## src/rtl/sha_msg_sched_v2_if.sv

```systemverilog
// rtl/sha_msg_sched_v2_if.sv - block-in / schedule-word-out bundle for the SHA-2 message scheduler
interface sha_msg_sched_v2_if #(
  parameter int LW = 64
);
  logic              blk_valid;
  logic              blk_ready;
  logic [16*LW-1:0]  blk_data;
  logic [1:0]        hash_size;
  logic              stall;
  logic              abort;
  logic              w_valid;
  logic [LW-1:0]     w_out;
  logic [6:0]        w_idx;
  logic              done;

  modport master (
    output blk_valid, blk_data, hash_size, stall, abort,
    input  blk_ready, w_valid, w_out, w_idx, done
  );

  modport slave (
    input  blk_valid, blk_data, hash_size, stall, abort,
    output blk_ready, w_valid, w_out, w_idx, done
  );
endinterface

```

## src/rtl/sha_msg_sched_v2.sv

```systemverilog
// rtl/sha_msg_sched_v2.sv - SHA-256/384/512 message scheduler streaming W0..W(NR-1)
// Optional macro SHA_SCHED_ZEROIZE_EN clears the window on entering IDLE and forces w_out=0 in IDLE.
module sha_msg_sched_v2 #(
  parameter  int SHA512_SUPPORT = 1,
  localparam int LW = (SHA512_SUPPORT != 0) ? 64 : 32
) (
  input  logic              clk,
  input  logic              rst,
  sha_msg_sched_v2_if.slave bus
);

  typedef enum logic {IDLE = 1'b0, RUN = 1'b1} state_t;

  localparam logic [LW-1:0] LOW32 = LW'(32'hFFFF_FFFF);

  state_t        state, state_nxt;
  logic [LW-1:0] win [16];
  logic [LW-1:0] lane_in [16];
  logic [LW-1:0] w_new;
  logic [31:0]   n32;
  logic [6:0]    t_q;
  logic [6:0]    last_idx;
  logic          mode512;
  logic          load_512;
  logic          done_q;
  logic          unused_hash_lsb;

  function automatic logic [31:0] sig0_256(input logic [31:0] x);
    return {x[6:0], x[31:7]} ^ {x[17:0], x[31:18]} ^ {3'b0, x[31:3]};
  endfunction

  function automatic logic [31:0] sig1_256(input logic [31:0] x);
    return {x[16:0], x[31:17]} ^ {x[18:0], x[31:19]} ^ {10'b0, x[31:10]};
  endfunction

  function automatic logic [63:0] sig0_512(input logic [63:0] x);
    return {x[0], x[63:1]} ^ {x[7:0], x[63:8]} ^ {7'b0, x[63:7]};
  endfunction

  function automatic logic [63:0] sig1_512(input logic [63:0] x);
    return {x[18:0], x[63:19]} ^ {x[60:0], x[63:61]} ^ {6'b0, x[63:6]};
  endfunction

  assign unused_hash_lsb = bus.hash_size[0];
  assign last_idx        = mode512 ? 7'd79 : 7'd63;
  assign load_512        = (SHA512_SUPPORT != 0) && bus.hash_size[1];

  always_comb begin
    for (int i = 0; i < 16; i++) begin
      lane_in[i] = bus.blk_data[16*LW-1-i*LW -: LW];
    end
  end

  // win[0] is the word on w_out; win[15] is Wt+15, so the next tail is Wt+16.
  assign n32 = sig1_256(win[14][31:0]) + win[9][31:0] + sig0_256(win[1][31:0]) + win[0][31:0];

  generate
    if (LW == 64) begin : g_w64
      logic [63:0] n64;
      assign n64   = sig1_512(win[14]) + win[9] + sig0_512(win[1]) + win[0];
      assign w_new = mode512 ? n64 : {32'b0, n32};
    end else begin : g_w32
      assign w_new = n32;
    end
  endgenerate

  always_ff @(posedge clk or negedge rst) begin
    if (!rst) begin
      state <= IDLE;
    end else begin
      state <= state_nxt;
    end
  end

  always_comb begin
    state_nxt = state;
    if (bus.abort) begin
      state_nxt = IDLE;
    end else begin
      case (state)
        IDLE:    if (bus.blk_valid) state_nxt = RUN;
        RUN:     if (!bus.stall && (t_q == last_idx)) state_nxt = IDLE;
        default: state_nxt = IDLE;
      endcase
    end
  end

  always_comb begin
    bus.blk_ready = (state == IDLE);
    bus.w_valid   = (state == RUN);
    bus.w_idx     = t_q;
    bus.done      = done_q;
`ifdef SHA_SCHED_ZEROIZE_EN
    bus.w_out     = (state == RUN) ? win[0] : '0;
`else
    bus.w_out     = win[0];
`endif
  end

  // The final word is not shifted out, so without zeroize the window keeps W(NR-1) at its head.
  always_ff @(posedge clk or negedge rst) begin
    if (!rst) begin
      for (int i = 0; i < 16; i++) win[i] <= '0;
      t_q     <= '0;
      mode512 <= 1'b0;
      done_q  <= 1'b0;
    end else begin
      done_q <= 1'b0;
      if (bus.abort) begin
        t_q <= '0;
`ifdef SHA_SCHED_ZEROIZE_EN
        for (int i = 0; i < 16; i++) win[i] <= '0;
`endif
      end else if (state == IDLE) begin
        if (bus.blk_valid) begin
          for (int i = 0; i < 16; i++) begin
            win[i] <= load_512 ? lane_in[i] : (lane_in[i] & LOW32);
          end
          mode512 <= load_512;
          t_q     <= '0;
        end
      end else if (!bus.stall) begin
        if (t_q == last_idx) begin
          done_q <= 1'b1;
          t_q    <= '0;
`ifdef SHA_SCHED_ZEROIZE_EN
          for (int i = 0; i < 16; i++) win[i] <= '0;
`endif
        end else begin
          for (int i = 0; i < 15; i++) win[i] <= win[i+1];
          win[15] <= w_new;
          t_q     <= t_q + 7'd1;
        end
      end
    end
  end

endmodule
```

## src/flat_wrapper.sv

```systemverilog
// flat-port wrapper written by rule: the top's interface ports become plain ports
module sha_msg_sched_v2_flat 
#(
  parameter  int SHA512_SUPPORT = 1,
  localparam int LW = (SHA512_SUPPORT != 0) ? 64 : 32
)
  (clk, rst, bus_blk_valid, bus_blk_data, bus_hash_size, bus_stall, bus_abort, bus_blk_ready, bus_w_valid, bus_w_out, bus_w_idx, bus_done);
  sha_msg_sched_v2_if bus_i ();
  input  logic clk;
  input  logic rst;
  input wire logic [$bits(bus_i.blk_valid)-1:0] bus_blk_valid;
  input wire logic [$bits(bus_i.blk_data)-1:0] bus_blk_data;
  input wire logic [$bits(bus_i.hash_size)-1:0] bus_hash_size;
  input wire logic [$bits(bus_i.stall)-1:0] bus_stall;
  input wire logic [$bits(bus_i.abort)-1:0] bus_abort;
  output wire logic [$bits(bus_i.blk_ready)-1:0] bus_blk_ready;
  output wire logic [$bits(bus_i.w_valid)-1:0] bus_w_valid;
  output wire logic [$bits(bus_i.w_out)-1:0] bus_w_out;
  output wire logic [$bits(bus_i.w_idx)-1:0] bus_w_idx;
  output wire logic [$bits(bus_i.done)-1:0] bus_done;
  assign bus_i.blk_valid = bus_blk_valid;
  assign bus_i.blk_data = bus_blk_data;
  assign bus_i.hash_size = bus_hash_size;
  assign bus_i.stall = bus_stall;
  assign bus_i.abort = bus_abort;
  assign bus_blk_ready = bus_i.blk_ready;
  assign bus_w_valid = bus_i.w_valid;
  assign bus_w_out = bus_i.w_out;
  assign bus_w_idx = bus_i.w_idx;
  assign bus_done = bus_i.done;
  sha_msg_sched_v2 #(.SHA512_SUPPORT(SHA512_SUPPORT)) u_core (.clk(clk), .rst(rst), .bus(bus_i));
endmodule
```

## config.mk

```make
export PLATFORM = sky130hd
export DESIGN_NAME = sha_msg_sched_v2_flat
export DESIGN_NICKNAME = d
export VERILOG_FILES = /design/src/rtl/sha_msg_sched_v2_if.sv /design/src/rtl/sha_msg_sched_v2.sv /design/src/flat_wrapper.sv
export SDC_FILE = /design/constraint.sdc
export NUM_CORES = 2
export LEC_CHECK = 0
export ABC_AREA = 1
export BUFFER_PORTS_ARGS = -buffer_cell sky130_fd_sc_hd__buf_2
export CAP_MARGIN = 25
export CORE_AREA = 3 3 426 428
export DETAILED_ROUTE_END_ITERATION = 10
export DIE_AREA = 0 0 429 431
export PLACE_DENSITY = 0.61
export SKIP_CTS_REPAIR_TIMING = 1
export SYNTH_ARGS = -nofsm -noshare
export SYNTH_HDL_FRONTEND = slang
export SYNTH_SLANG_ARGS = --single-unit
```

## constraint.sdc

```tcl
create_clock -name clk -period 5.35 [get_ports clk]
set_input_delay 1.07 -clock clk [delete_from_list [all_inputs] [get_ports clk]]
set_output_delay 1.07 -clock clk [all_outputs]
set_load 0.02 [all_outputs]
```

* Word-level counts from Yosys, hierarchy flattened
Index checks and enable logic that the tools add are counted.
** Storage, ports and cells
- Flip-flop bits (word level) :: 1034
- Input bits :: 1031
- Output and inout port bits :: 74
- Logic and storage cells :: 83
** Cells by class
- Add/sub/neg operators :: 7
- Equality and inequality tests :: 4
- Muxes and demuxes :: 35
- Bitwise operators :: 10
- Reduce and logical (&&, ||, !) cells :: 7
** Operator list (number)
- 2-to-1 mux 1024 bit :: 4
- 2-to-1 mux 64 bit :: 17
- adder 64 bit :: 3
- XOR 64 bit :: 2
- adder 32 bit :: 3
- XOR 32 bit :: 2
- XOR 64 x 57 -> 64 bit :: 1
- XOR 64 x 58 -> 64 bit :: 1
- 2-to-1 mux 7 bit :: 6
- XOR 32 x 22 -> 32 bit :: 1
- XOR 32 x 29 -> 32 bit :: 1
- adder 7 x 1 -> 7 bit (second input constant) :: 1
- equality test 7 bit :: 1
- 2-to-1 mux 1 bit :: 7
- inequality test 2 bit (second input constant) :: 2
- AND reduction 4 bit :: 1
- inequality test 3 bit (second input constant) :: 1
- AND reduction 3 bit :: 1
- nonzero test 3 bit :: 1
- NOT 1 bit :: 2
- one-hot mux 1 bit (2 select lines) :: 1
- AND reduction 2 bit :: 1
- nonzero test 2 bit :: 1
- logical AND 1 bit :: 1
- logical NOT 1 bit :: 1

* Depth between registers and ports, before layout
- Depth in word-level cells :: 9
- Gate-level depth with buffers :: 23

* Worst setup path before layout
No wires, ideal clock.
- Path type :: register to register
- From :: register u_core.win[915] (netlist bit)
- To :: register u_core.win[21] (netlist bit)
- Data arrival time :: 3.599 ns
- Setup slack :: 1.635 ns
- Cell stages (with the launch flop) :: 23
- Clock period less this slack :: 3.715 ns
- Path through :: dfrtp_1 clkbuf_1 xnor2_1 xor2_1 inv_1 fa_1 inv_1 fa_1 inv_1 ha_1 fa_1 nand3_1 nand2_1 nand2_1 nand2_1 nand2_1 nand2_1 nand2_1 nand3b_1 nand3_1 nand3_1 nand2_1 nand2_1
** On the way
- Word-level cells in the longest chain between the ends :: 8
- Elaborated cells on any way between the ends :: 12
- Classes of those cells :: add/sub: 4; mux: 4; bitwise: 4
** Ends and longest elaborated chain
- start: declaration :: line sha_msg_sched_v2.sv:17 : logic [LW-1:0] win [16];
- start signal: indexed assignment :: line sha_msg_sched_v2.sv:117 : win[i] <= load_512 ? lane_in[i] : (lane_in[i] & LOW32);
- XOR 64 bit / XOR 32 bit (equally long branches) :: line sha_msg_sched_v2.sv:37, sha_msg_sched_v2.sv:29
- XOR 64 x 57 -> 64 bit / XOR 32 x 29 -> 32 bit (equally long branches) :: line sha_msg_sched_v2.sv:37, sha_msg_sched_v2.sv:29
- adder 64 bit / adder 32 bit (equally long branches) (2 in series) :: line sha_msg_sched_v2.sv:60, sha_msg_sched_v2.sv:55
- 2-to-1 mux 64 bit * :: line sha_msg_sched_v2.sv:61 : assign w_new = mode512 ? n64 : {32'b0, n32};
- 2-to-1 mux 1024 bit * :: line sha_msg_sched_v2.sv:123 : if (t_q == last_idx) begin
- 2-to-1 mux 1024 bit * :: line sha_msg_sched_v2.sv:122 : end else if (!bus.stall) begin
- 2-to-1 mux 1024 bit * :: line sha_msg_sched_v2.sv:114 : end else if (state == IDLE) begin
Mark *: on every way between the ends. The rest lies on a longest branch, timed or not. The select of a mux whose other input is x is not followed.
A chain may end at the register's enable or synchronous reset.

* Final worst setup path
- From :: register u_core.win[904] (netlist bit)
- To :: register u_core.win[25] (netlist bit)
Same word-level chain as after synthesis.

==> flow_metrics.py <==
metrics = {
    "status": {
        "status": "completed",
    },
    "place": {
        "gp_congestion": 1.00,
        "post_dp_cell_area_mm2": 0.0702,
        "hpwl_mm": 233,
        "portBuffers": 1103,
        "dp.cells": 11100,
        "pre_cts_ws_ps": 534,
    },
    "sta": {
        "rsz0062_at_grt": "no",
        "hold_viol_final": 0,
        "period_share": 0.929,
        "worstMarginPinSlew_ps": 1020,
        "setup_viol": 0,
        "maxSlewHeadroom": 0.323,
        "setup_tns_ps": 0,
        "slew_viol_final": 0,
        "timing.final.ws_setup_ps": 379,
        "finClkSkew_ps": 38.2,
        "timing.fmax_mhz": 201,
        "fin_crit_ps": 4970,
    },
    "clocking": {
        "cts_num_sinks": 1034,
        "cts_tree": "built",
        "numCtsBuffers": 116,
        "clock-root-buffer": "clkbuf_16",
        "clkLatencyLatePin_ps": 790,
        "cts_buffer_depth": 3,
        "htree_levels": 3,
        "path_clk_slew_ps": 60,
    },
    "worst_setup_path": {
        "cp-endpoint": "u_core.win[25]$_DFFE_PN0P_",
        "required_ps": 6000,
        "cp-end-kind": "flip-flop",
        "r2r_end": "u_core.win[25]$_DFFE_PN0P_",
        "worstSetupStartpointType": "flip-flop",
        "path_class": "reg2reg",
        "rrSetupSlack_ps": 380,
        "crit_arrival_ps": 5620,
        "critPathMaxFanout": 6,
        "reg2reg_depth": 17,
        "reg2reg_from": "u_core.win[904]$_DFFE_PN0P_",
        "startpoint": "u_core.win[904]$_DFFE_PN0P_",
    },
    "final_layout": {
        "final_nets": 10200,
        "final_area_mm2": 0.0743,
        "fin_util": 0.417,
        "stdcell_count": 11400,
        "drive_above_1_share": 0.164,
        "areaGrowthSynthToFinish_pct": 17.7,
    },
    "drt": {
        "first_pass_iters": 8,
        "drc": 0,
        "wl_mm": 294,
        "drt_iter0_drc": 7166,
        "avgViaCountPerCell": 5.29,
        "vias": 60200,
        "routedWlPerCell_um": 25.8,
        "ant_nets": 0,
    },
    "synth": {
        "synth_top_cell_area_share": 0.410,
        "syn_nets": 9428,
        "synth_cell_type_count": 34,
        "ys.flop_type": "dfrtp_1",
        "seq_area_frac_synth": 0.410,
        "mappedNetlistArea_mm2": 0.0631,
        "synth_area_leader_cell": "dfrtp_1",
        "synth_enable_flop_cells": 0,
        "async_reset_ff_frac": 1.00,
        "synth_common_cells": "2298 x nand2_1, 1034 x dfrtp_1, 847 x inv_1",
        "syn_area_per_cell_um2": 7.78,
        "synth_seq_cells": 1034,
        "synth_warnings": 0,
        "synthCells": 8114,
        "synth_most_common_cell": "nand2_1",
        "synth_area_leaders": "dfrtp_1 41%, nand2_1 14%, fa_1 6.0%",
    },
    "global_route": {
        "grtUsageTotal": 0.307,
        "grt_max_degree": 263,
        "grt_pass1_vias": 57100,
        "antenna_found_initial": 121,
        "grt_pass1_wl_mm": 410,
        "overflow": 0,
    },
    "pwr": {
        "ir_worst_vdd_mv": 0.605,
        "p_per_area_mw_per_mm2": 819,
        "p_leak_nw": 36.5,
    },
    "floorplanning": {
        "dieArea_mm2": 0.185,
        "fp.coreArea_mm2": 0.178,
        "die_x_um": 429,
        "die_h_um": 431,
        "rows": 155,
        "start_util": 0.354,
        "ios": 1105,
    },
    "run": {
        "cap_violations": 0,
    },
    "worst_hold_path": {
        "hold_class": "in2async",
    },
}
## per-layer routing
metal,track usage,share of wire,vias to the layer above
met5,0,0.00068,-
met4,0.133,0.044,28
met3,0.0600,0.077,486
met2,0.459,0.44,2538
met1,0.431,0.44,29500
li1,-,-,27700
## report_power, final
group	leakage, nW	internal [W]	switching (W)
logic	22.1	0.0128	0.0286
clock network	1.92	0.00476	0.00347
registers	12.5	0.00931	0.00195
## cells by family after synthesis
family,after synthesis,share of synthesized area
adders and majority gates,283,0.0784
DFF,1034,0.410
xor gates and xnor gates,368,0.0510
and+or+nand+nor,3242,0.199
buffers and inverters,1502,0.0992
AOI/OAI and AO/OA,1685,0.163
## registers in the layout (all words and copies together) (netlist names)
signal,cells
u_core.bus.done,1
u_core.bus.w_idx,7
u_core.bus.w_out,64
u_core.bus.w_valid,1
u_core.mode512,1
u_core.win,960
## worst min path at each step
stage                                from                           to  slack, ps  cells past startpoint
6_report                              rst  u_core.win[583]$_DFFE_PN0P_        430                      1
5_1_grt                               rst  u_core.win[583]$_DFFE_PN0P_        410                      1
2_1_floorplan  u_core.win[14]$_DFFE_PN0P_   u_core.win[14]$_DFFE_PN0P_        450                      2
3_5_place_dp   u_core.win[23]$_DFFE_PN0P_   u_core.win[23]$_DFFE_PN0P_        470                      2
4_1_cts                               rst  u_core.win[786]$_DFFE_PN0P_        370                      1
3_3_place_gp   u_core.win[14]$_DFFE_PN0P_   u_core.win[14]$_DFFE_PN0P_        460                      2
## cell type report
cell class,instances,area (um^2)
Antenna cell,84,210
Tap cell,2355,2950
Clock inverter,32,378
Sequential cell,1034,25900
Inverter,851,3210
Multi-Input combinational cell,5578,31000
Fill cell,18600,104000
Timing Repair Buffer,1271,7140
Clock buffer,174,3510
## worst max-delay path, cell delays in order (launching register included)
cell and delay [ps]:
dfrtp_1 520, xnor2_1 250, xor2_1 170, inv_1 190, fa_1 610, fa_1 430, ha_1 260, fa_1 570
nand3_1 120, nand3_1 200, nand2_1 110, nand2_1 140, nand2_1 90, nand3_1 180, o21ai_0 560, nand3_1 260
nand2_1 110, nand2_1 50
## layout by cell type (no fill, tap or decap), drive strengths merged
cell type / count
o221ai: 1
nor3: 20
a31oi: 482
a21oi: 177
and3: 3
nor4: 5
bufinv: 5
nand3b: 13
and2: 8
buf: 1271
a41oi: 3
o21a: 4
o21ai: 530
xnor2: 192
or2: 6
nand4: 15
a22oi: 480
o21bai: 6
dfrtp: 1034
clkbuf: 174
fa: 188
diode: 84
nor2: 701
clkinv: 19
nand3: 173
o22ai: 2
ha: 95
inv: 854
clkinvlp: 5
xor2: 176
nand2: 2298
## per-stage QoR
| step | total power (W) | hold WS, ps |
|---|---|---|
| 2_1_floorplan | 0.0362 | 449 |
| 3_3_place_gp | 0.0513 | 465 |
| 4_1_cts | 0.0600 | 370 |
| 5_1_grt | 0.0655 | 414 |
| 3_5_place_dp | 0.0514 | 465 |
| 6_report | 0.0608 | 430 |
(Power assumes the default switching activity.)
